`config.mk`:
```
export PLATFORM = sky130hd
export DESIGN_NAME = event_frame_packer_flat
export DESIGN_NICKNAME = d
export VERILOG_FILES = /design/src/rtl/event_frame_packer_pkg.sv /design/src/rtl/event_frame_packer_if.sv /design/src/rtl/event_frame_packer_frame_byte_mux.sv /design/src/rtl/event_frame_packer.sv /design/src/flat_wrapper.sv
export SDC_FILE = /design/constraint.sdc
export NUM_CORES = 1
export LEC_CHECK = 0
export CAP_MARGIN = 20
export CORE_ASPECT_RATIO = 1.1
export CORE_MARGIN = 2
export CORE_UTILIZATION = 54
export DETAILED_ROUTE_END_ITERATION = 8
export PLACE_DENSITY = 0.91
export SLEW_MARGIN = 20
export SYNTH_ARGS = -nofsm -noshare
export SYNTH_HDL_FRONTEND = slang
export SYNTH_HIERARCHICAL = 1
export SYNTH_SLANG_ARGS = --single-unit
export TNS_END_PERCENT = 20
```
`constraint.sdc`:
```
create_clock -name CLK -period 3.65 [get_ports CLK]
set_input_delay 0.73 -clock CLK [delete_from_list [all_inputs] [get_ports CLK]]
set_output_delay 0.73 -clock CLK [all_outputs]
set_load 0.05 [all_outputs]
```
`src/rtl/event_frame_packer_pkg.sv`:
```
`default_nettype none
// ============================================================================
// Module   : event_frame_packer_pkg
// Brief    : Shared state encoding, default sync byte and frame length helper
// Revision : 1.0
// ============================================================================
package event_frame_packer_pkg;

  typedef enum logic [1:0] {
    ST_IDLE = 2'd0,
    ST_SEND = 2'd1,
    ST_HOLD = 2'd2,
    ST_WAIT = 2'd3
  } state_t;

  localparam logic [7:0] C_SYNC_BYTE_DEFAULT = 8'hA5;

  // SYNC + SEQ + one byte per channel + CHK
  function automatic int frame_len(input int num_ch);
    return num_ch + 3;
  endfunction

endpackage
`default_nettype wire

```
`src/rtl/event_frame_packer_if.sv`:
```
`default_nettype none
// ============================================================================
// Module   : event_frame_packer_if
// Brief    : Counter snapshot / UART transmit signal bundle for the packer
// Revision : 1.0
// ============================================================================
interface event_frame_packer_if #(
  parameter int NUM_CH = 8
);
  logic                  minPul;
  logic [NUM_CH*8-1:0]   counts;
  logic                  cntClear;
  logic [7:0]            txData;
  logic                  txWr;
  logic                  txBusy;
  logic                  frameActive;
  logic [7:0]            overrun;

  modport master (
    input  minPul, counts, txBusy,
    output cntClear, txData, txWr, frameActive, overrun
  );

  modport slave (
    output minPul, counts, txBusy,
    input  cntClear, txData, txWr, frameActive, overrun
  );
endinterface
`default_nettype wire

```
`src/rtl/event_frame_packer_frame_byte_mux.sv`:
```
`default_nettype none
// ============================================================================
// Module   : frame_byte_mux
// Brief    : Selects frame byte[idx] from SYNC, SEQ, snapshot bytes and CHK
// Revision : 1.0
// ============================================================================
module frame_byte_mux #(
  parameter int NUM_CH = 8,
  parameter int IDX_W  = 4
) (
  input  wire logic [IDX_W-1:0]    i_idx,
  input  wire logic [7:0]          i_sync,
  input  wire logic [7:0]          i_seq,
  input  wire logic [NUM_CH*8-1:0] i_snap,
  input  wire logic [7:0]          i_chk,
  output logic      [7:0]          o_byte
);

  always_comb begin
    o_byte = 8'h00;
    if (int'(i_idx) == 0) begin
      o_byte = i_sync;
    end else if (int'(i_idx) == 1) begin
      o_byte = i_seq;
    end else if (int'(i_idx) == NUM_CH + 2) begin
      o_byte = i_chk;
    end else begin
      for (int i = 0; i < NUM_CH; i++) begin
        if (int'(i_idx) == i + 2) begin
          o_byte = i_snap[8*i +: 8];
        end
      end
    end
  end

endmodule
`default_nettype wire

```
`src/rtl/event_frame_packer.sv`:
```
`default_nettype none
// ============================================================================
// Module   : event_frame_packer
// Brief    : Snapshots channel counters on minPul and streams a framed packet
//            (SYNC, SEQ, CH0..CHn-1, CHK) into the UART transmitter
// Revision : 1.0
// ============================================================================
module event_frame_packer
  import event_frame_packer_pkg::*;
#(
  parameter int         NUM_CH    = 8,
  parameter logic [7:0] SYNC_BYTE = C_SYNC_BYTE_DEFAULT
) (
  input wire logic            CLK,
  input wire logic            RST_N,
  event_frame_packer_if.master bus
);

  localparam int                 C_FRAME_LEN = frame_len(NUM_CH);
  localparam int                 C_IDX_W     = $clog2(C_FRAME_LEN);
  localparam logic [C_IDX_W-1:0] C_LAST_IDX  = C_IDX_W'(C_FRAME_LEN - 1);

  state_t               r_state;
  logic [NUM_CH*8-1:0]  r_snap;
  logic [C_IDX_W-1:0]   r_idx;
  logic [7:0]           r_seq;
  logic [7:0]           r_chk;
  logic [7:0]           r_overrun;
  logic [7:0]           r_tx_data;
  logic                 r_tx_wr;
  logic                 r_cnt_clear;
  logic                 r_frame_active;
  logic [7:0]           w_byte;

  frame_byte_mux #(
    .NUM_CH (NUM_CH),
    .IDX_W  (C_IDX_W)
  ) u_frame_byte_mux (
    .i_idx  (r_idx),
    .i_sync (SYNC_BYTE),
    .i_seq  (r_seq),
    .i_snap (r_snap),
    .i_chk  (r_chk),
    .o_byte (w_byte)
  );

  always_ff @(posedge CLK or negedge RST_N) begin
    if (!RST_N) begin
      r_state        <= ST_IDLE;
      r_snap         <= '0;
      r_idx          <= '0;
      r_seq          <= 8'h00;
      r_chk          <= 8'h00;
      r_overrun      <= 8'h00;
      r_tx_data      <= 8'h00;
      r_tx_wr        <= 1'b0;
      r_cnt_clear    <= 1'b0;
      r_frame_active <= 1'b0;
    end else begin
      r_cnt_clear <= 1'b0;

      // A trigger outside IDLE (including the final WAIT cycle) is dropped
      if (bus.minPul && (r_state != ST_IDLE) && (r_overrun != 8'hFF)) begin
        r_overrun <= r_overrun + 8'd1;
      end

      case (r_state)
        ST_IDLE: begin
          if (bus.minPul) begin
            r_snap         <= bus.counts;
            r_cnt_clear    <= 1'b1;
            r_idx          <= '0;
            r_chk          <= 8'h00;
            r_frame_active <= 1'b1;
            r_state        <= ST_SEND;
          end
        end
        ST_SEND: begin
          if (!bus.txBusy) begin
            r_tx_wr   <= 1'b1;
            r_tx_data <= w_byte;
            // CHK covers SEQ and channel bytes only
            if ((r_idx != '0) && (r_idx != C_LAST_IDX)) begin
              r_chk <= r_chk + w_byte;
            end
            r_state <= ST_HOLD;
          end
        end
        ST_HOLD: begin
          r_tx_wr <= 1'b0;
          r_state <= ST_WAIT;
        end
        ST_WAIT: begin
          if (!bus.txBusy) begin
            if (r_idx == C_LAST_IDX) begin
              r_seq          <= r_seq + 8'd1;
              r_frame_active <= 1'b0;
              r_state        <= ST_IDLE;
            end else begin
              r_idx   <= r_idx + C_IDX_W'(1);
              r_state <= ST_SEND;
            end
          end
        end
        default: r_state <= ST_IDLE;
      endcase
    end
  end

  assign bus.cntClear    = r_cnt_clear;
  assign bus.txData      = r_tx_data;
  assign bus.txWr        = r_tx_wr;
  assign bus.frameActive = r_frame_active;
  assign bus.overrun     = r_overrun;

endmodule
`default_nettype wire
```
`src/flat_wrapper.sv`:
```
// flat-port wrapper written by rule: the top's interface ports become plain ports
module event_frame_packer_flat import event_frame_packer_pkg::*;
#(
  parameter int         NUM_CH    = 8,
  parameter logic [7:0] SYNC_BYTE = C_SYNC_BYTE_DEFAULT
)
  (CLK, RST_N, bus_minPul, bus_counts, bus_txBusy, bus_cntClear, bus_txData, bus_txWr, bus_frameActive, bus_overrun);
  event_frame_packer_if #(.NUM_CH(NUM_CH)) bus_i ();
  input wire logic CLK;
  input wire logic RST_N;
  input wire logic [$bits(bus_i.minPul)-1:0] bus_minPul;
  input wire logic [$bits(bus_i.counts)-1:0] bus_counts;
  input wire logic [$bits(bus_i.txBusy)-1:0] bus_txBusy;
  output wire logic [$bits(bus_i.cntClear)-1:0] bus_cntClear;
  output wire logic [$bits(bus_i.txData)-1:0] bus_txData;
  output wire logic [$bits(bus_i.txWr)-1:0] bus_txWr;
  output wire logic [$bits(bus_i.frameActive)-1:0] bus_frameActive;
  output wire logic [$bits(bus_i.overrun)-1:0] bus_overrun;
  assign bus_i.minPul = bus_minPul;
  assign bus_i.counts = bus_counts;
  assign bus_i.txBusy = bus_txBusy;
  assign bus_cntClear = bus_i.cntClear;
  assign bus_txData = bus_i.txData;
  assign bus_txWr = bus_i.txWr;
  assign bus_frameActive = bus_i.frameActive;
  assign bus_overrun = bus_i.overrun;
  event_frame_packer #(.NUM_CH(NUM_CH), .SYNC_BYTE(SYNC_BYTE)) u_core (.CLK(CLK), .RST_N(RST_N), .bus(bus_i));
endmodule
```
==> metrics.md <==
| Metric | Value |
|---|---|
| TritonCTS Buffers | `9` |
| Worst min-delay path category | `in -> async` |
| Die H | `110 um` |
| Num rows | `38` |
| Reg2Reg Setup Slack | `270 ps` |
| TNS Setup | `0 ps` |
| Post-synth EDFFs | `0` |
| MaxCap Viol Count | `0` |
| Slew HR | `0.602` |
| Die ar. | `11000 um2` |
| Crit path DAT | `3650 ps` |
| Nets | `626` |
| Async S/R FF share, synth | `1.00` |
| Number of I/O port buffers | `86` |
| Post-DP HPWL | `8.97 mm` |
| Clock transition at the registers of the reported paths | `90 ps` |
| Syn Area/Cell | `12.1 um2` |
| Hold violation count in the final report | `0` |
| Via count | `3874` |
| # H-tree levels | `3` |
| Seq/Total Area, Yosys | `0.480` |
| Core Area | `9890 um2` |
| GRT overflow | `0` |
| Leak | `2.86 nW` |
| RSZ-0062 raised after global routing | `false` |
| Min Tclk post-route | `3380 ps` |
| Yosys top cell by area | `dfrtp_1` |
| Mapped Cells | `451` |
| Routed Antenna Nets | `0` |
| Largest net degree at the start of global routing | `106` |
| Clk root buf | `clkbuf_8` |
| Final wirelength | `12.3 mm` |
| Crit. End Element | `flip-flop` |
| R2r endpoint | `u_core/r_chk[7]$_DFFE_PN0P_` |
| Syn. warnings | `6` |
| Clock buffer depth | `2` |
| Reg-to-reg startpoint | `u_core/r_idx[0]$_DFFE_PN0P_` |
| Peak supply drop | `0.476 mV` |
| Commonest non-fill, non-tap cell in the layout | `dfrtp_1` |
| Final Slew Violations | `0` |
| FMAX | `296 MHz` |
| Area delta synth->final | `22.0%` |
| Ranking of synthesized cells by area | `dfrtp_1, mux2_2, mux2i_1, ha_1, a22o_1` |
| Critical path origin | `u_core/r_idx[0]$_DFFE_PN0P_` |
| DR DRC count | `0` |
| Yosys cell types | `60` |
| Cts repair resizes | `0` |
| Commonest cells after routing, fill and taps aside | `dfrtp_1, clkdlybuf4s50_1, mux2_2, mux2i_1, nand2_1` |
| Hold-fix buffers at CTS | `0` |
| Overall global routing resource usage | `0.238` |
| GPL Wtd Cong | `0.935` |
| Placed inst area | `6460 um2` |
| Period Utilization, post-route | `0.927` |
| CTS tree | `yes` |
| Vias in the first global route | `4031` |
| Post-CTS Setup Bufs | `0` |
| Max Clock Skew | `13.0 ps` |
| Later-pin clock latency in the skew report | `380 ps` |
| Worst slew pin tran | `596 ps` |
| Prevailing post-synth register cell | `dfrtp_1` |
| Post-Syn Area | `5480 um2` |
| Final Cell Area | `6680 um2` |
| Power per cell area | `812 nW/um2` |
| First-pass GRT wire length | `19.9 mm` |
| Vias/cell | `5.83` |
| Setup-failing EPs final | `0` |
| Post-synth top area share | `0.480` |
| Total power | `5.42 mW` |
| Outcome | `completed` |
| Drt wl/cell | `18.4 um` |
| Die Width | `100 um` |
| Starting Density | `0.554` |
| Io pins | `87` |
| CP Class | `reg -> reg` |
| First-pass DRT Iterations | `4` |
| Worst R2R Path Depth | `10` |
| Startpoint types | `flip-flop` |
| Ant. Diodes | `0` |
| Critical Path RT | `3920 ps` |
| Initial DRC Count | `236` |
| Clock Sinks | `105` |
| Antenna violations before repair | `0` |
| CP max FO | `27` |
| Share of post-route cells with drive strength above 1 | `0.217` |
| Synth Register Bits | `105` |
layer usage:
layer / GRT usage / vias to the layer above / share of wire
met5: 0 / - / 0
met2: 0.415 / 111 / 0.51
met3: 0.0502 / 24 / 0.054
met4: 0.0959 / 0 / 0.025
met1: 0.288 / 1931 / 0.41
li1: - / 1808 / -
layout make-up:
type                            count  area, um2
Sequential cell                   105       2630
Inverter                           14       52.6
Fill cell                         715       3210
Tap cell                          120        150
Multi-Input combinational cell    315       2680
Timing Repair Buffer               95        951
Clock inverter                      5       78.8
Clock buffer                       11        141
flip-flops by register name (all words and copies together), names as in the netlist:
name	cells
u_core/r_seq	8
u_core/r_state	2
u_core/r_snap	64
u_core/bus.frameActive	1
u_core/r_chk	8
u_core/bus.txWr	1
u_core/bus.cntClear	1
u_core/r_idx	4
u_core/bus.overrun	8
u_core/bus.txData	8
metrics by stage:
stage               utilization  cells  setup WS (ps)  hold slack (ps)
floorplan                     -    457            681              434
global placement          0.653    649            529              461
detailed placement        0.653    649            351              480
CTS                       0.676    665            321              431
global route              0.676    665           64.9              443
finish                    0.676    665            266              407
cells in the mapped netlist, drive strengths merged, types with 3 or more instances:
cell,count
xnor2,13
o211ai,3
a211oi,5
a22o,16
a21o,3
o21ai,23
nand4,6
a22oi,7
nand2b,7
mux2,80
nor2,12
nand3,6
ha,17
dfrtp,105
clkbuf,3
xor2,7
nor2b,5
inv,13
buf,20
a21oi,15
nand3b,4
mux2i,24
o211a,3
nand2,20
o2bb2ai,5
worst max-delay path, stage by stage (launching register included):
cell	delay (ps)
dfrtp_2	670
nor2b_1	490
o21ai_0	200
a221oi_1	280
a221o_1	240
ha_1	270
a211o_1	300
a211oi_2	220
o211ai_1	110
and4b_1	220
a211o_1	260
cells by family (layout without fill, tap and decap cells):
kind of cell    count (synthesis)  in the layout  synth area share
flops                         105            105             0.480
mux                           104            104             0.208
compound gates                 94             94             0.124
simple gates                   71             71            0.0770
buf+inv                        37            125            0.0354
xor+xnor                       20             20            0.0320
fa+ha+maj                      18             18            0.0425
other cells                     2              8           0.00137
power by group:
part           leakage [nW]  internal [mW]  total, mW  switching, mW
sequential             1.29           1.67       2.07          0.400
combinational          1.45           1.20       2.57           1.36
clock                 0.113          0.404      0.790          0.386
how the worst max path moves through the flow:
stage / endpoint / depth (start not counted) / slack (ps)
final: u_core/r_chk[7]$_DFFE_PN0P_ / 10 / 270
after global routing: u_core/r_chk[7]$_DFFE_PN0P_ / 10 / 60
after floorplan: u_core/r_chk[7]$_DFFE_PN0P_ / 12 / 680
after global placement: u_core/r_chk[7]$_DFFE_PN0P_ / 10 / 530
after detailed placement: u_core/r_chk[7]$_DFFE_PN0P_ / 10 / 350
after CTS: u_core/r_chk[7]$_DFFE_PN0P_ / 10 / 320
(Power assumes the default switching activity.)
